$ cat config.mk
export PLATFORM = sky130hd
export DESIGN_NAME = msg_assembler
export DESIGN_NICKNAME = d
export VERILOG_FILES = /design/src/rtl/msg_assembler_pkg.sv /design/src/rtl/msg_assembler_charset_ram.sv /design/src/rtl/msg_assembler.sv
export SDC_FILE = /design/constraint.sdc
export NUM_CORES = 2
export LEC_CHECK = 0
export ABC_AREA = 1
export CORE_MARGIN = 2
export CORE_UTILIZATION = 50
export CTS_CLUSTER_DIAMETER = 100
export DETAILED_ROUTE_END_ITERATION = 16
export HOLD_SLACK_MARGIN = 0.02
export PLACE_DENSITY = 0.71
export SLEW_MARGIN = 20
export SYNTH_ARGS = -nofsm -noshare
export SYNTH_HDL_FRONTEND = slang
export SYNTH_HIERARCHICAL = 1
export SYNTH_SLANG_ARGS = --single-unit
$ cat constraint.sdc
create_clock -name clk -period 6.8 [get_ports clk]
set_clock_uncertainty 0.05 [all_clocks]
set_input_delay 1.36 -clock clk [delete_from_list [all_inputs] [get_ports clk]]
set_output_delay 1.36 -clock clk [all_outputs]
set_load 0.02 [all_outputs]
$ cat src/rtl/msg_assembler_pkg.sv
// Shared constants and FSM encoding for the message assembler.
// Imported by the top module and by its charset RAM.
package msg_assembler_pkg;
    localparam int MSG_BYTES     = 64;
    localparam int CHARSET_DEPTH = 128;
    localparam int TAG_W         = 49;
    localparam int OFF_W         = 6;
    localparam int IDX_W         = 7;
    localparam int BLOCK_W       = MSG_BYTES * 8;

    localparam logic [1:0] OVR_UPDATE = 2'b11;

    typedef enum logic [1:0] {
        ST_IDLE  = 2'd0,
        ST_RUN   = 2'd1,
        ST_DRAIN = 2'd2,
        ST_DONE  = 2'd3
    } state_t;
endpackage

$ cat src/rtl/msg_assembler_charset_ram.sv
// Charset lookup table: 128 x 8, one write port, registered read.
// Contents survive reset; only config writes change them.
module msg_assembler_charset_ram
    import msg_assembler_pkg::*;
(
    input  logic             clk,
    input  logic             we,
    input  logic [IDX_W-1:0] waddr,
    input  logic [7:0]       wdata,
    input  logic [IDX_W-1:0] raddr,
    output logic [7:0]       rdata
);
    logic [7:0] mem [CHARSET_DEPTH];

    always_ff @(posedge clk) begin
        if (we) begin
            mem[waddr] <= wdata;
        end
        rdata <= mem[raddr];
    end
endmodule

$ cat src/rtl/msg_assembler.sv
// Applies char_gen (offset, char) updates to a 64-byte template and presents
// one tagged 512-bit candidate per cycle; also sequences char_gen run control.
module msg_assembler
    import msg_assembler_pkg::*;
(
    input  logic               clk,
    input  logic               reset_n,
    input  logic               cfg_we,
    input  logic               cfg_sel,
    input  logic [IDX_W-1:0]   cfg_addr,
    input  logic [7:0]         cfg_data,
    input  logic               start,
    output logic               gen_reset,
    input  logic [TAG_W-1:0]   gen_counter,
    input  logic [OFF_W-1:0]   gen_offset,
    input  logic [IDX_W-1:0]   gen_char,
    input  logic [1:0]         gen_override,
    input  logic               gen_finished,
    output logic [BLOCK_W-1:0] msg_block,
    output logic [TAG_W-1:0]   msg_tag,
    output logic               msg_valid,
    input  logic               out_ready,
    output logic               err_drop,
    output logic               busy,
    output logic               done,
    output state_t             dbg_state
);
    state_t             state, state_next;
    logic               drain_cnt, drain_cnt_next;
    logic               err_next;
    logic               cfg_ok, start_ok;
    logic               s1_live, s1_we;
    logic [OFF_W-1:0]   s1_offset;
    logic [TAG_W-1:0]   s1_tag;
    logic [7:0]         cs_data;
    logic [BLOCK_W-1:0] template, tmpl_next;

    assign cfg_ok   = cfg_we && (state == ST_IDLE);
    assign start_ok = start && ((state == ST_IDLE) || (state == ST_DONE));

    always_ff @(posedge clk or negedge reset_n) begin
        if (!reset_n) begin
            state     <= ST_IDLE;
            drain_cnt <= 1'b0;
            err_drop  <= 1'b0;
        end else begin
            state     <= state_next;
            drain_cnt <= drain_cnt_next;
            err_drop  <= err_next;
        end
    end

    always_comb begin
        state_next     = state;
        drain_cnt_next = drain_cnt;
        err_next       = err_drop;
        case (state)
            ST_IDLE, ST_DONE: if (start) state_next = ST_RUN;
            ST_RUN: begin
                if (gen_finished) begin
                    state_next     = ST_DRAIN;
                    drain_cnt_next = 1'b0;
                end
            end
            ST_DRAIN: begin
                // Two cycles flush the S1 and S2 stages.
                drain_cnt_next = drain_cnt + 1'b1;
                if (drain_cnt) state_next = ST_DONE;
            end
            default: state_next = ST_IDLE;
        endcase
        if (msg_valid && !out_ready) err_next = 1'b1;
        if (start_ok) err_next = 1'b0;
    end

    assign gen_reset = (state != ST_RUN);
    assign busy      = (state == ST_RUN) || (state == ST_DRAIN);
    assign done      = (state == ST_DONE);
    assign dbg_state = state;

    msg_assembler_charset_ram u_charset_ram (
        .clk   (clk),
        .we    (cfg_ok && cfg_sel),
        .waddr (cfg_addr),
        .wdata (cfg_data),
        .raddr (gen_char),
        .rdata (cs_data)
    );

    // S1: capture offset/tag alongside the registered charset read.
    always_ff @(posedge clk or negedge reset_n) begin
        if (!reset_n) begin
            s1_live   <= 1'b0;
            s1_we     <= 1'b0;
            s1_offset <= '0;
            s1_tag    <= '0;
        end else begin
            s1_live   <= (state == ST_RUN);
            s1_offset <= gen_offset;
            s1_tag    <= gen_counter;
            if ((state == ST_RUN) && (gen_override == OVR_UPDATE)) s1_we <= 1'b1;
            else s1_we <= 1'b0;
        end
    end

    always_comb begin
        tmpl_next = template;
        if (s1_we) begin
            tmpl_next[{s1_offset, 3'b000} +: 8] = cs_data;
        end else if (cfg_ok && !cfg_sel) begin
            tmpl_next[{cfg_addr[OFF_W-1:0], 3'b000} +: 8] = cfg_data;
        end
    end

    // The template register is the presented block, so an S2 write shows the same edge.
    always_ff @(posedge clk) begin
        template <= tmpl_next;
    end

    assign msg_block = template;

    // msg_valid is a one-shot beat with no stall: when out_ready is low that
    // cycle the beat is lost and err_drop latches until the next start.
    always_ff @(posedge clk or negedge reset_n) begin
        if (!reset_n) begin
            msg_tag   <= '0;
            msg_valid <= 1'b0;
        end else begin
            msg_tag   <= s1_tag;
            msg_valid <= s1_live && !s1_tag[TAG_W-1];
        end
    end
endmodule
======== After elaboration in Yosys (flattened, before gate mapping) ========
Memory sizes are Yosys's and may differ from the RTL's. A register that Yosys moved wholly into a read port is not among the register bits.
Index checks and enable logic that the tools add are counted.
cells by class
  eq/ne operators ......................... 8
  reductions and logical operators ........ 19
  add/sub/neg operators ................... 3
  multiplexer cells ....................... 15
  shift operators ......................... 4
operators by type and width
  kind                                                    number
  bitwise mux 512 bit                                     2
  2-to-1 mux 512 bit                                      2
  variable shift 8 x 11 -> 512 bit, first input constant  2
  indexed part select 8 x 11 -> 512 bit                   2
  negation 9 -> 11 bit                                    2
  logical AND 1 bit                                       7
  equality test 2 bit, second input constant              3
  2-to-1 mux 1 bit                                        6
  2-to-1 mux 2 bit                                        3
  inequality test 2 bit, second input constant            3
  one-hot mux 2 bit (3 select lines)                      1
  nonzero test 2 bit                                      3
  logical NOT 1 bit                                       3
  AND reduction 3 bit                                     1
  equality test 2 x 1 -> 1 bit, second input constant     1
  logical NOT 2 bit                                       1
  logical OR 1 bit                                        2
  inequality test 2 x 1 -> 1 bit, second input constant   1
  one-hot mux 1 bit (2 select lines)                      1
  AND reduction 2 bit                                     1
  OR reduction 2 bit                                      1
  adder 1 bit, second input constant                      1
storage, ports and cells
  memories kept ........................... 1
  bits in writable memories ............... 1024
  bits in registers ....................... 623
memories
  memory             words  bits a word  rd ports  clocked after Yosys merged registers in  wr ports  line                             source
  u_charset_ram.mem  128    8            1         1                                        1         msg_assembler_charset_ram.sv:13  logic [7:0] mem [CHARSET_DEPTH];

======== Logic depth before layout (Yosys ltp) ========
  depth in word-level cells ............... 5
  depth in mapped cells ................... 16
  depth with buffers taken out ............ 13

======== By module ========
Netlist, hierarchy kept.
modules (own cells, without submodules)
  module                     area an instance (um2)  sequential area each (um2)  cells each  times used
  msg_assembler_charset_ram  42104.1                 30909.6                     3575        1
  msg_assembler              26355.3                 18152.4                     2415        1

======== Worst setup path after synthesis ========
OpenSTA, ideal clock, no wires.
  path type ............................... input to register
  start ................................... input port cfg_addr[0]
  end ..................................... register template[88] (netlist: msg_block[88]) (enable)
  buffers on the path ..................... 3
  cell stages on the path ................. 11
  setup time .............................. 375 ps
  arrival time ............................ 3817 ps
  path slack .............................. 2558 ps
  path through ............................ inv_1 > clkbuf_1 > clkbuf_1 > ha_1 > nand4_1 > nand2_1 > buf_2 > nand2_1 > nor2_2 > nand2_1 > a21oi_1
RTL lines
  element               line                  source
  start, declared       msg_assembler.sv:10   input logic [IDX_W-1:0] cfg_addr,
  end signal, assigned  msg_assembler.sv:117  template <= tmpl_next;
  end, declared         msg_assembler.sv:36   logic [BLOCK_W-1:0] template, tmpl_next;

==> impl_metrics.csv <==
group,metric,value,unit
drt,wl_per_cell,29.13,µm
critical_path,critPathMaxFanout,12,
critical_path,crit_start,"cfg_addr[0]",
clock_network,cts.htree.levels,4,
min_path,hold_path.class,"reg -> reg",
critical_path,critical_path_class,"in -> reg",
timing,slew_headroom,10.58,%
global_routing,grt_first_pass_wirelength,349300,µm
clock_network,cts_resized,0,
power,powerDensity,272.0,nW/µm²
global_routing,antenna_found_initial,13,
global_routing,grt_pass1_vias,47850,
power,switching_share,24.43,%
place,dp_hpwl,169800,µm
critical_path,cp-end-kind,"flop",
clock_network,cts_buffer_depth,3,
logic_synthesis,synth.area.mux_share,0,%
layout,fin_nets,6680,
logic_synthesis,ys_ff_latch,1655,
logic_synthesis,synth-compound-area-share,4.169,%
floorplan,rows,135,
timing,final_max_slew_viol_count,0,
critical_path,arrival,5.58,ns
power,clockPowerShare,41.7,%
logic_synthesis,synth_cells,5990,
clock_network,clk_pin_slew,0.06,ns
timing,tightest_slew,1.341,ns
clock_network,cts.sinks,1655,
drt,via_per_inst,6.108,
drt,remaining_drc_errors,0,
power,leakage,27.77,nW
timing,tns,0,ns
power,power.internal,16.83,mW
clock_network,numCtsBuffers,168,
clock_network,ctsRootBufferMaster,"clkbuf_16",
drt,ant_nets,0,
logic_synthesis,synth-simple-area-share,20.22,%
global_routing,grt_max_degree,248,
global_routing,track_usage,34.73,%
clock_network,cts_tree,"yes",
layout,fill_cells,10600,
logic_synthesis,synth_area,68460,µm²
layout,drive_gt1_share,5.700,%
critical_path,worstPathCellList,"clkdlybuf4s50_1 > inv_1 > ha_1 > nand3_1 > nand2_1 > nand2_1 > nand2_1 > nor2_2 > nand2_1 > a21oi_1 > buf_4",
floorplan,die-area,139900,µm²
floorplan,ios,654,
logic_synthesis,syn_area_per_cell,11.43,µm²
drt,dr_total_vias,51980,
logic_synthesis,syn_nets,6089,
global_routing,grt_overflow,0,
power,ir_worst_vdd,228.7,µV
logic_synthesis,ys_types,33,
layout,areaGrowthSynthToFinish,19.59,%
timing,fin_crit_sh,75.07,%
drt,drt_iter0_drc,9102,
critical_path,cpPeakStageDelay,0.72,ns
power,power.total,22.27,mW
place,place_congestion,1.027,
logic_synthesis,yosysWarningCount,6,
critical_path,crit_top_cell,"nand2_1",
status,status,"finished clean",
timing,finalSetupViolCount,0,
logic_synthesis,synth_top_family_by_area,"simple AND/OR/NAND/NOR gates",
floorplan,die_w,374.0,µm
timing,timing.hold.ws,0.2947,ns
power,seqPwrFrac,50.4,%
critical_path,crit_path_start_kind,"input port",
critical_path,timing.rr.start,"s1_offset[0]",
timing,maxClockFrequency,0.1959,GHz
layout,multi_input_area,16980,µm²
run,maxCapViolCount,0,
critical_path,critical_path.top_delay_family,"simple AND/OR/NAND/NOR gates",
logic_synthesis,synthAdderAreaFrac,0.2376,%
timing,rsz0062_at_grt,"no",
floorplan,core,135600,µm²
logic_synthesis,seq_area_frac_synth,71.67,%
critical_path,required,7.28,ns
floorplan,die_h,374.0,µm
timing,hold_violations,0,
critical_path,worst_path_max_delay_cell,"clkdlybuf4s50_1",
place,placement.io_buffers,653,
floorplan,start_util,50.47,%
power,p_comb_share,7.8,%
drt,dr.pass1.iters,9,
min_path,hp-start,"s1_tag[8]",
clock_network,postCtsSetupRepairBufs,0,
critical_path,critPathBufInv,3,
timing,period_needed,5.105,ns
power,power.switching,5.440,mW
logic_synthesis,synth_xor_area_share,0.07311,%
layout,ff_latch_area,49060,µm²
drt,drt_wl_total,247900,µm
clock_network,cts-hold-fix-buffers,0,
clock_network,clk_latency,0.84,ns
==> synthesized netlist by cell type <==
master | instances | area share, %
buf_2 | 150 | 1.1
xnor2_1 | 1 | 0.013
dfrtp_1 | 111 | 4.1
clkinv_1 | 7 | 0.038
xor2_1 | 1 | 0.013
nand3_2 | 1 | 0.015
nand2_2 | 3 | 0.027
a21oi_2 | 1 | 0.013
buf_1 | 23 | 0.13
nor3_1 | 26 | 0.19
o221ai_1 | 1 | 0.013
nand4_1 | 41 | 0.37
dfxtp_1 | 8 | 0.23
buf_6 | 22 | 0.36
nand2_1 | 1775 | 9.7
a31oi_1 | 1 | 0.0091
ha_1 | 13 | 0.24
nand3_1 | 1081 | 7.9
o21ai_0 | 247 | 1.8
o22ai_1 | 182 | 1.7
clkbuf_1 | 77 | 0.42
nor2_2 | 13 | 0.12
o21ai_1 | 28 | 0.20
inv_1 | 184 | 1.0
xor2_2 | 2 | 0.048
buf_4 | 44 | 0.48
edfxtp_1 | 1536 | 67
nand3b_1 | 2 | 0.022
inv_8 | 1 | 0.016
inv_2 | 14 | 0.077
nor3_2 | 3 | 0.044
a21oi_1 | 63 | 0.46
nor2_1 | 328 | 1.8
==> cells by family (layout without fill, tap and decap cells) <==
kind of cell / after synthesis / count (layout)
AOI/OAI and AO/OA: 523 / 523
adders and majority gates: 13 / 13
buffers and inverters: 522 / 1251
DFF: 1655 / 1655
other: 0 / 10
xor gates and xnor gates: 4 / 4
and+or+nand+nor: 3273 / 3273
==> layer usage <==
layer	wire (µm)	track usage (%)
met5	81	0
met4	16260	19.45
met3	28830	9.406
met2	112200	52.94
met1	90540	45.21
==> power groups by stage <==
stage | Sequential [mW] | Clock (mW) | Combinational [mW]
after floorplan | 11.5 | 0 | 0.819
after global placement | 11.4 | 0 | 1.67
after detailed placement | 11.4 | 0 | 1.68
after CTS | 11.2 | 9.35 | 1.69
after global routing | 11.2 | 9.76 | 1.82
final | 11.2 | 9.30 | 1.75
==> worst register-to-register path: stages, from the launching register on <==
cell     delay, ns
dfrtp_1       0.71
inv_2         0.19
ha_1          0.35
xor2_1        0.18
buf_4         0.29
nand4_1       0.35
nor2_1        0.76
nand3_1       0.44
a21oi_1       0.73
==> path summary, 6_finish.rpt <==
path / to / cells after the start / slack (ns)
max: msg_block[90] / 11 / 1.70
min: msg_tag[8] / 0 / 0.29
max reg2reg: msg_block[321] / 8 / 2.37
min reg2reg: msg_tag[8] / 0 / 0.29
max in group asynchronous: msg_valid / 2 / 4.96
min in group asynchronous: s1_tag[25] / 1 / 0.46
==> cells in the final DEF (no fill, tap or decap), types with 2 or more instances in the layout <==
cell,n
buf_12,4
edfxtp_1,1536
clkbuf_8,5
a21oi_4,2
clkdlybuf4s50_1,640
inv_2,14
bufinv_16,15
buf_4,88
o21ai_1,28
inv_6,5
dfxtp_1,8
diode_2,10
nand3_1,1081
clkinvlp_4,9
clkbuf_1,32
nand4_1,41
nand3b_1,2
ha_1,13
nand2_2,3
inv_16,3
nor2_1,327
clkbuf_16,170
nor3_2,4
nor2_4,2
clkinv_4,4
dfrtp_1,111
clkinv_2,22
inv_1,182
clkinv_1,42
o22ai_1,182
nor3_1,25
clkinv_16,6
clkinv_8,3
nor2_2,12
nand2_1,1775
a21oi_1,62
o21ai_0,247
==> state kept, by name (all words and copies together) (netlist names) <==
name,count
u_charset_ram/mem,1024
err_drop,1
s1_we,1
drain_cnt,1
msg_tag,49
msg_block,512
s1_offset,6
s1_live,1
s1_tag,49
dbg_state,2
u_charset_ram/rdata,8
msg_valid,1
==> per-stage QoR <==
step	utilization, %	cell area [µm²]	setup slack, ns	std cells
floorplan	-	68460	2.558	5990
global placement	56.22	76260	1.130	8191
detailed placement	56.22	76260	1.126	8191
CTS	60.32	81810	1.949	8499
global route	60.34	81840	1.671	8500
finish	60.36	81870	1.695	8510
==> cell type report <==
| type | instances | share of cell area [%] |
|---|---|---|
| antenna | 10 | 0.03057 |
| clock buffer | 206 | 5.410 |
| clock inverter | 102 | 1.377 |
| inverter | 206 | 0.9720 |
| multi-input combinational | 3813 | 20.74 |
| sequential | 1655 | 59.93 |
| tap | 1781 | 2.722 |
| timing repair buffer | 737 | 8.818 |
(Power assumes the default switching activity.)
